$ cat src/rtl/instr_issue_queue.sv
// Instruction issue queue: buffers 16-bit instructions in a small FIFO and issues
// them one at a time to the datapath controller, decoding fields of the current one.
module instr_issue_queue #(
  parameter int DEPTH = 4,
  parameter int CNT_W = 8
) (
  input  logic                       clk,
  input  logic                       rst_n,
  input  logic                       in_valid,
  input  logic [15:0]                in_instr,
  output logic                       in_ready,
  input  logic                       ctrl_waiting,
  input  logic [1:0]                 reg_sel,
  output logic                       ctrl_start,
  output logic [2:0]                 opcode,
  output logic [1:0]                 ALU_op,
  output logic [1:0]                 shift_op,
  output logic [2:0]                 r_addr,
  output logic [15:0]                sximm8,
  output logic [15:0]                sximm5,
  output logic [$clog2(DEPTH):0]     fill,
  output logic                       busy,
  output logic [CNT_W-1:0]           issued_count
);

  localparam int PTR_W  = $clog2(DEPTH);
  localparam int FILL_W = PTR_W + 1;

  typedef enum logic [1:0] {
    IDLE  = 2'd0,
    START = 2'd1,
    RUN0  = 2'd2,
    EXEC  = 2'd3
  } state_t;

  logic [15:0]       mem_r [DEPTH];
  logic [PTR_W-1:0]  wr_ptr_r;
  logic [PTR_W-1:0]  rd_ptr_r;
  logic [FILL_W-1:0] fill_r;
  logic [FILL_W-1:0] fill_next_s;
  logic              in_ready_r;
  state_t            state_r;
  state_t            state_next_s;
  logic              run_wait_r;
  logic              run_wait_next_s;
  logic [15:0]       cur_instr_r;
  logic              ctrl_start_r;
  logic              busy_r;
  logic [CNT_W-1:0]  issued_count_r;
  logic              push_s;
  logic              pop_s;
  logic [2:0]        r_addr_s;

  assign push_s = in_valid & in_ready_r;
  assign pop_s  = (state_r == IDLE) & (fill_r != {FILL_W{1'b0}}) & ctrl_waiting;

  // Occupancy after this edge's push/pop
  always_comb begin
    fill_next_s = fill_r;
    case ({push_s, pop_s})
      2'b10:   fill_next_s = fill_r + FILL_W'(1);
      2'b01:   fill_next_s = fill_r - FILL_W'(1);
      default: fill_next_s = fill_r;
    endcase
  end

  // FIFO storage; the tail slot is written on every accepted push
  always_ff @(posedge clk or negedge rst_n) begin
    if (!rst_n) begin
      for (int i = 0; i < DEPTH; i++) begin
        mem_r[i] <= 16'h0000;
      end
    end else begin
      if (push_s) begin
        mem_r[wr_ptr_r] <= in_instr;
      end
    end
  end

  // FIFO pointers, fill and the registered ready flag
  always_ff @(posedge clk or negedge rst_n) begin
    if (!rst_n) begin
      wr_ptr_r   <= {PTR_W{1'b0}};
      rd_ptr_r   <= {PTR_W{1'b0}};
      fill_r     <= {FILL_W{1'b0}};
      in_ready_r <= 1'b1;
    end else begin
      if (push_s) begin
        wr_ptr_r <= wr_ptr_r + PTR_W'(1);
      end
      if (pop_s) begin
        rd_ptr_r <= rd_ptr_r + PTR_W'(1);
      end
      fill_r     <= fill_next_s;
      in_ready_r <= (fill_next_s != FILL_W'(DEPTH));
    end
  end

  // Issue FSM next-state; RUN0 tolerates one waiting cycle before retiring the instruction
  always_comb begin
    state_next_s    = state_r;
    run_wait_next_s = 1'b0;
    case (state_r)
      IDLE: begin
        if (pop_s) begin
          state_next_s = START;
        end else begin
          state_next_s = IDLE;
        end
      end
      START: begin
        state_next_s = RUN0;
      end
      RUN0: begin
        if (!ctrl_waiting) begin
          state_next_s = EXEC;
        end else if (run_wait_r) begin
          state_next_s = IDLE;
        end else begin
          state_next_s    = RUN0;
          run_wait_next_s = 1'b1;
        end
      end
      EXEC: begin
        if (ctrl_waiting) begin
          state_next_s = IDLE;
        end else begin
          state_next_s = EXEC;
        end
      end
      default: begin
        state_next_s = IDLE;
      end
    endcase
  end

  // FSM state, registered status outputs, current instruction and issue counter
  always_ff @(posedge clk or negedge rst_n) begin
    if (!rst_n) begin
      state_r        <= IDLE;
      run_wait_r     <= 1'b0;
      ctrl_start_r   <= 1'b0;
      busy_r         <= 1'b0;
      cur_instr_r    <= 16'h0000;
      issued_count_r <= {CNT_W{1'b0}};
    end else begin
      state_r      <= state_next_s;
      run_wait_r   <= run_wait_next_s;
      ctrl_start_r <= (state_next_s == START);
      busy_r       <= (state_next_s != IDLE);
      if (pop_s) begin
        cur_instr_r <= mem_r[rd_ptr_r];
      end
      if (state_r == START) begin
        issued_count_r <= issued_count_r + CNT_W'(1);
      end
    end
  end

  // Register-file address select: Rm, Rd, Rn or R0
  always_comb begin
    r_addr_s = 3'b000;
    case (reg_sel)
      2'b00:   r_addr_s = cur_instr_r[2:0];
      2'b01:   r_addr_s = cur_instr_r[7:5];
      2'b10:   r_addr_s = cur_instr_r[10:8];
      default: r_addr_s = 3'b000;
    endcase
  end

  assign in_ready     = in_ready_r;
  assign ctrl_start   = ctrl_start_r;
  assign busy         = busy_r;
  assign fill         = fill_r;
  assign issued_count = issued_count_r;
  assign r_addr       = r_addr_s;
  assign opcode       = cur_instr_r[15:13];
  assign ALU_op       = cur_instr_r[12:11];
  assign shift_op     = cur_instr_r[4:3];
  assign sximm8       = {{8{cur_instr_r[7]}}, cur_instr_r[7:0]};
  assign sximm5       = {{11{cur_instr_r[4]}}, cur_instr_r[4:0]};

endmodule

$ cat config.mk
export PLATFORM = sky130hd
export DESIGN_NAME = instr_issue_queue
export DESIGN_NICKNAME = d
export VERILOG_FILES = /design/src/rtl/instr_issue_queue.sv
export SDC_FILE = /design/constraint.sdc
export NUM_CORES = 1
export LEC_CHECK = 0
export BUFFER_PORTS_ARGS = -buffer_cell sky130_fd_sc_hd__buf_2
export CAP_MARGIN = 5
export CORE_UTILIZATION = 60
export CTS_CLUSTER_DIAMETER = 200
export CTS_CLUSTER_SIZE = 12
export DETAILED_ROUTE_END_ITERATION = 16
export PLACE_DENSITY_LB_ADDON = 0.08
export SLEW_MARGIN = 15
export SYNTH_ARGS = -nofsm -noshare
export SYNTH_HDL_FRONTEND = slang
export SYNTH_SLANG_ARGS = --single-unit
$ cat constraint.sdc
create_clock -name clk -period 4.9 [get_ports clk]
set_input_delay 0.98 -clock clk [delete_from_list [all_inputs] [get_ports clk]]
set_output_delay 0.98 -clock clk [all_outputs]
set_load 0.03 [all_outputs]
# --- Word-level counts from Yosys, hierarchy flattened ---
# Cells that the tools add are included.
op_classes:
  eq_ne: 9
  magnitude_cmp: 3
  n_addsub: 5
  bitwise: 5
  reduce_logical: 5
  muxes: 16
ops:
  columns: ["cell", "count"]
  rows:
  - ["64-bit bitwise mux", 1]
  - ["16-bit two-way mux", 3]
  - ["16-bit binary-select mux with 2-bit select", 1]
  - ["16-bit demux with 2-bit select", 1]
  - ["3-bit one-hot mux with 3 select lines", 1]
  - ["8-bit by 1-bit adder with 8-bit output, second input constant", 1]
  - ["2-bit by 1-bit == test with 1-bit output, second input constant", 4]
  - ["2-bit == test, second input constant", 4]
  - ["2-bit one-hot mux with 4 select lines", 1]
  - ["3-bit greater-or-equal comparator, second input constant", 2]
  - ["2-bit two-way mux", 3]
  - ["2-bit inverter with 3-bit output", 2]
  - ["3-bit one-hot mux with 2 select lines", 1]
  - ["2-bit by 1-bit adder with 2-bit output, second input constant", 2]
  - ["2-bit zero test", 2]
  - ["1-bit two-way mux", 4]
  - ["3-bit by 1-bit adder with 3-bit output, second input constant", 1]
  - ["1-bit bitwise AND", 3]
  - ["3-bit by 1-bit less-than comparator with 1-bit output, second input constant", 1]
  - ["3-bit inequality test, second input constant", 1]
  - ["3-bit nonzero test", 1]
  - ["3-bit by 1-bit subtractor with 3-bit output, second input constant", 1]
  - ["2-bit nonzero test", 1]
  - ["1-bit logical AND", 1]
totals:
  in_bits: 22
  word_cells: 57
  regBits: 101

# --- Depth between registers and ports, before layout ---
logic_depth:
  word_depth: 6
  depth_mapped: 9
  mapped_depth_nobuf: 8

# --- Worst setup path before layout ---
# OpenSTA, ideal clock, no wires.
synth_timing:
  kind: "input to register"
  start: "input ctrl_waiting"
  end: "register in_ready_r, in the netlist in_ready"
  t_arrival_ps: 2864
  setup_ps: 82
  path_stages: 9
  n_path_buf: 1
  setup_slack_ps: 1954
  path_cell_list: "nand2b_1 nor3_1 buf_2 ha_1 inv_1 fa_1 xor2_1 or3_1 a211o_1"
synth_between:
  elab_chain_len: 4
synth_lines:
  columns: ["item", "line_no", "text"]
  rows:
  - ["start, declared", "12", "input logic ctrl_waiting,"]
  - ["1-bit bitwise AND *", "55", "assign pop_s = (state_r == IDLE) & (fill_r != {FILL_W{1'b0}}) & ctrl_waiting;"]
  - ["net pop_s", "51", "logic pop_s;"]
  - ["2-bit by 1-bit == test with 1-bit output or 2-bit == test (tied branches)", "60", "case ({push_s, pop_s})"]
  - ["3-bit one-hot mux with 2 select lines *", "60", null]
  - ["3-bit inequality test *", "95", "in_ready_r <= (fill_next_s != FILL_W'(DEPTH));"]
  - ["end signal, assigned", "95", null]
  - ["end, declared", "41", "logic in_ready_r;"]
# The timed path passes the listed nets; every way through them passes the cells marked *.
# A chain may end at the register's enable or synchronous reset.

# --- Worst setup path in the final report ---
layout_timing:
  start: "input reg_sel[1]"
  end: "output r_addr[2]"
layout_between:
  elab_chain_len: 2
layout_lines:
  columns: ["item", "line_no", "text"]
  rows:
  - ["start, declared", "13", "input logic [1:0] reg_sel,"]
  - ["2-bit == test, or another cell as far along", "163", "case (reg_sel)"]
  - ["3-bit one-hot mux with 3 select lines *", "163", null]
  - ["end, declared", "18", "output logic [2:0] r_addr,"]
# Every way passes the cells marked *; elsewhere a longest branch is shown, timed or not.

==> impl_metrics.py <==
metrics = {
    "outcome": {
        "outcome": "finished, final reports clean",
    },
    "layout": {
        "area_growth_syn_to_layout_pct": 6.95,
        "drive_gt1_share_pct": 51.4,
        "antenna_cells": 0,
        "final_cell_mix": "dfrtp_1, buf_2, mux2_2",
        "mostFrequentLayoutCell": "dfrtp_1",
        "layout.nets": 382,
        "design_area_um2": 5050,
    },
    "clock_network": {
        "hold_buffers": 0,
        "numCtsBuffers": 9,
        "htree_levels": 3,
        "clkSinkCount": 101,
        "ctsLongestPathBuffers": 2,
        "cts_resized": 0,
        "cts_tree": "yes",
        "clk_latency_ps": 360,
        "root_buffer": "clkbuf_8",
        "clkTransAtPathRegs_ps": 90,
        "postCtsSetupBuffers": 0,
    },
    "timing": {
        "post-route-min-period_ps": 2660,
        "fmax_ghz": 0.376,
        "hold_viol_final": 0,
        "drv_slew": 0,
        "worstMarginPinSlew_ps": 1060,
        "hold_slack_ps": 438,
        "setup_violations": 0,
        "tns_ps": 0,
        "finClkSkew_ps": 7.48,
        "relSlewSlack_pct": 29.1,
        "finalWorstSetupSlack_ps": 2240,
        "grt_setup_unrepaired": "false",
        "finalCritPeriodShare_pct": 54.3,
    },
    "grt": {
        "grt_most_used_layer": "met2",
        "grt_pass1_vias": 2496,
        "grt.total_usage_pct": 20.4,
        "overflow": 0,
        "use_met1_pct": 28.9,
        "met2_usage_pct": 31.8,
        "grt_pass1_wl_mm": 12.8,
        "grt_max_degree": 75,
        "grtUsageMet3_pct": 3.03,
        "antenna_found_initial": 0,
    },
    "floorplanning": {
        "dieWidth_um": 90.7,
        "dieHeight_um": 90.7,
        "fp.dieArea_um2": 8220,
        "coreArea_um2": 7410,
        "initial_core_util_pct": 63.7,
        "row_count": 31,
        "top_level_ports": 78,
    },
    "synth": {
        "synth_cells": 316,
        "synth_fp_nets": 345,
        "synth_area_um2": 4720,
        "synth_top_area_cell": "dfrtp_1",
        "syn_area_per_cell_um2": 14.9,
        "synth_area_leaders": "dfrtp_1, mux2_2, buf_4, mux4_1, mux4_2",
        "ys_seq_area_share_pct": 53.6,
        "synth_seq_cells": 101,
        "synth_cell_types": 32,
        "yosysTopAreaCellShare_pct": 53.0,
        "ys.warnings.count": 0,
    },
    "placement": {
        "dpl_worst_slack_ps": 2040,
        "io_buffers": 77,
        "gp_congestion": 0.709,
        "place_area_um2": 4870,
        "hpwl_mm": 4.99,
    },
    "worst_setup_path": {
        "crit_fanout": 4,
        "reg2reg_from": "state_r[0]$_DFF_PN0_",
        "rr_worst_depth": 8,
        "r2r-end": "in_ready$_DFF_PN1_",
        "crit_type": "input pin to primary output",
        "r2r_slack_ps": 2610,
        "cp.arrival_ps": 1680,
        "start_kind": "input pin",
        "cp.required_ps": 3920,
        "worstSetupEndpointType": "primary output",
    },
    "pwr": {
        "ir_drop_mv": 0.312,
        "leakagePower_nw": 2.35,
        "power.density_nw_per_um2": 736,
    },
    "worst_hold_path": {
        "min-delay-start": "run_wait_r$_DFF_PN0_",
        "hp-class": "register to register",
        "worstHoldPathCells": 1,
        "min_to": "run_wait_r$_DFF_PN0_",
    },
    "run": {
        "cap_violations": 0,
    },
    "drt": {
        "drt_pre_antenna_iters": 4,
        "vias_per_cell": 5.49,
        "initialDrtViolationCount": 136,
        "wl_mm": 7.64,
        "drc_errors": 0,
        "num_vias": 2511,
        "wl_per_cell_um": 16.7,
        "postRouteAntennaNets": 0,
    },
}
logic make-up after synthesis:
| kind of cell | share of synthesized area, % |
|---|---|
| xor+xnor | 2.23 |
| compound gates | 1.22 |
| buf+inv | 8.57 |
| flops | 53.6 |
| mux | 29.3 |
| simple gates | 3.05 |
| fa+ha+maj | 2.02 |
worst max-delay path by stage:
| stage | startpoint | endpoint | slack (ps) | cells past startpoint |
|---|---|---|---|---|
| 2_1_floorplan | ctrl_waiting | in_ready$_DFF_PN1_ | 1950 | 9 |
| 3_3_place_gp | ctrl_waiting | in_ready$_DFF_PN1_ | 2080 | 9 |
| 3_5_place_dp | ctrl_waiting | in_ready$_DFF_PN1_ | 2040 | 9 |
| 4_1_cts | reg_sel[1] | r_addr[2] | 2240 | 5 |
| 5_1_grt | reg_sel[1] | r_addr[2] | 2160 | 5 |
| 6_report | reg_sel[1] | r_addr[2] | 2240 | 5 |
state kept, by name (all words and copies together) (netlist names), 2 cells and up:
signal,flops
issued_count,8
mem_r,64
rd_ptr_r,2
fill,3
cur_instr_r,16
wr_ptr_r,2
state_r,2
critical path, stage by stage:
cell     delay [ps]
buf_2           130
nor2b_1         190
nand2_1          70
o21ai_0          80
buf_2           220
power by group:
group	total, mW	internal, mW	switching [mW]	leakage [nW]
registers	1.57	1.24	0.327	1.21
clock network	0.474	0.199	0.275	0.0815
logic	1.67	0.824	0.843	1.06
total	3.71	2.27	1.45	2.35
layer usage:
metal / part of all wire, % / up-vias
met5: 0 / -
met4: 1.4 / 0
met3: 4.3 / 9
met2: 47 / 69
met1: 47 / 1266
li1: - / 1167
layout make-up:
| type | count | area [µm²] |
|---|---|---|
| fill | 530 | 2360 |
| clock inverter | 5 | 36.3 |
| inverter | 6 | 22.5 |
| multi-input combinational | 156 | 1790 |
| clock buffer | 11 | 141 |
| sequential | 101 | 2530 |
| tap | 99 | 124 |
| timing repair buffer | 79 | 403 |
synthesized netlist by cell type:
cell type	count
dfrtp_1	100
mux2_2	72
buf_4	39
buf_2	10
mux2_4	8
mux4_1	8
mux4_2	8
xnor2_1	8
nand2_1	7
ha_1	6
inv_1	6
o21ai_0	5
mux2i_1	4
nand3_1	4
nand4_1	4
xor2_1	4
nor3_1	3
a211o_1	2
a21o_1	2
clkbuf_1	2
mux2_1	2
nor2b_1	2
and3_1	1
and4b_1	1
buf_12	1
buf_6	1
dfstp_2	1
fa_1	1
nand2b_1	1
nor3b_1	1
nor4b_1	1
or3_1	1
through the flow:
step / std cells / util, % / power (mW)
after floorplan: 316 / - / 3.08
after global placement: 441 / 65.7 / 3.23
after detailed placement: 441 / 65.7 / 3.28
after CTS: 457 / 68.1 / 3.75
after global routing: 457 / 68.1 / 3.94
final: 457 / 68.1 / 3.71
(Power assumes the default switching activity.)
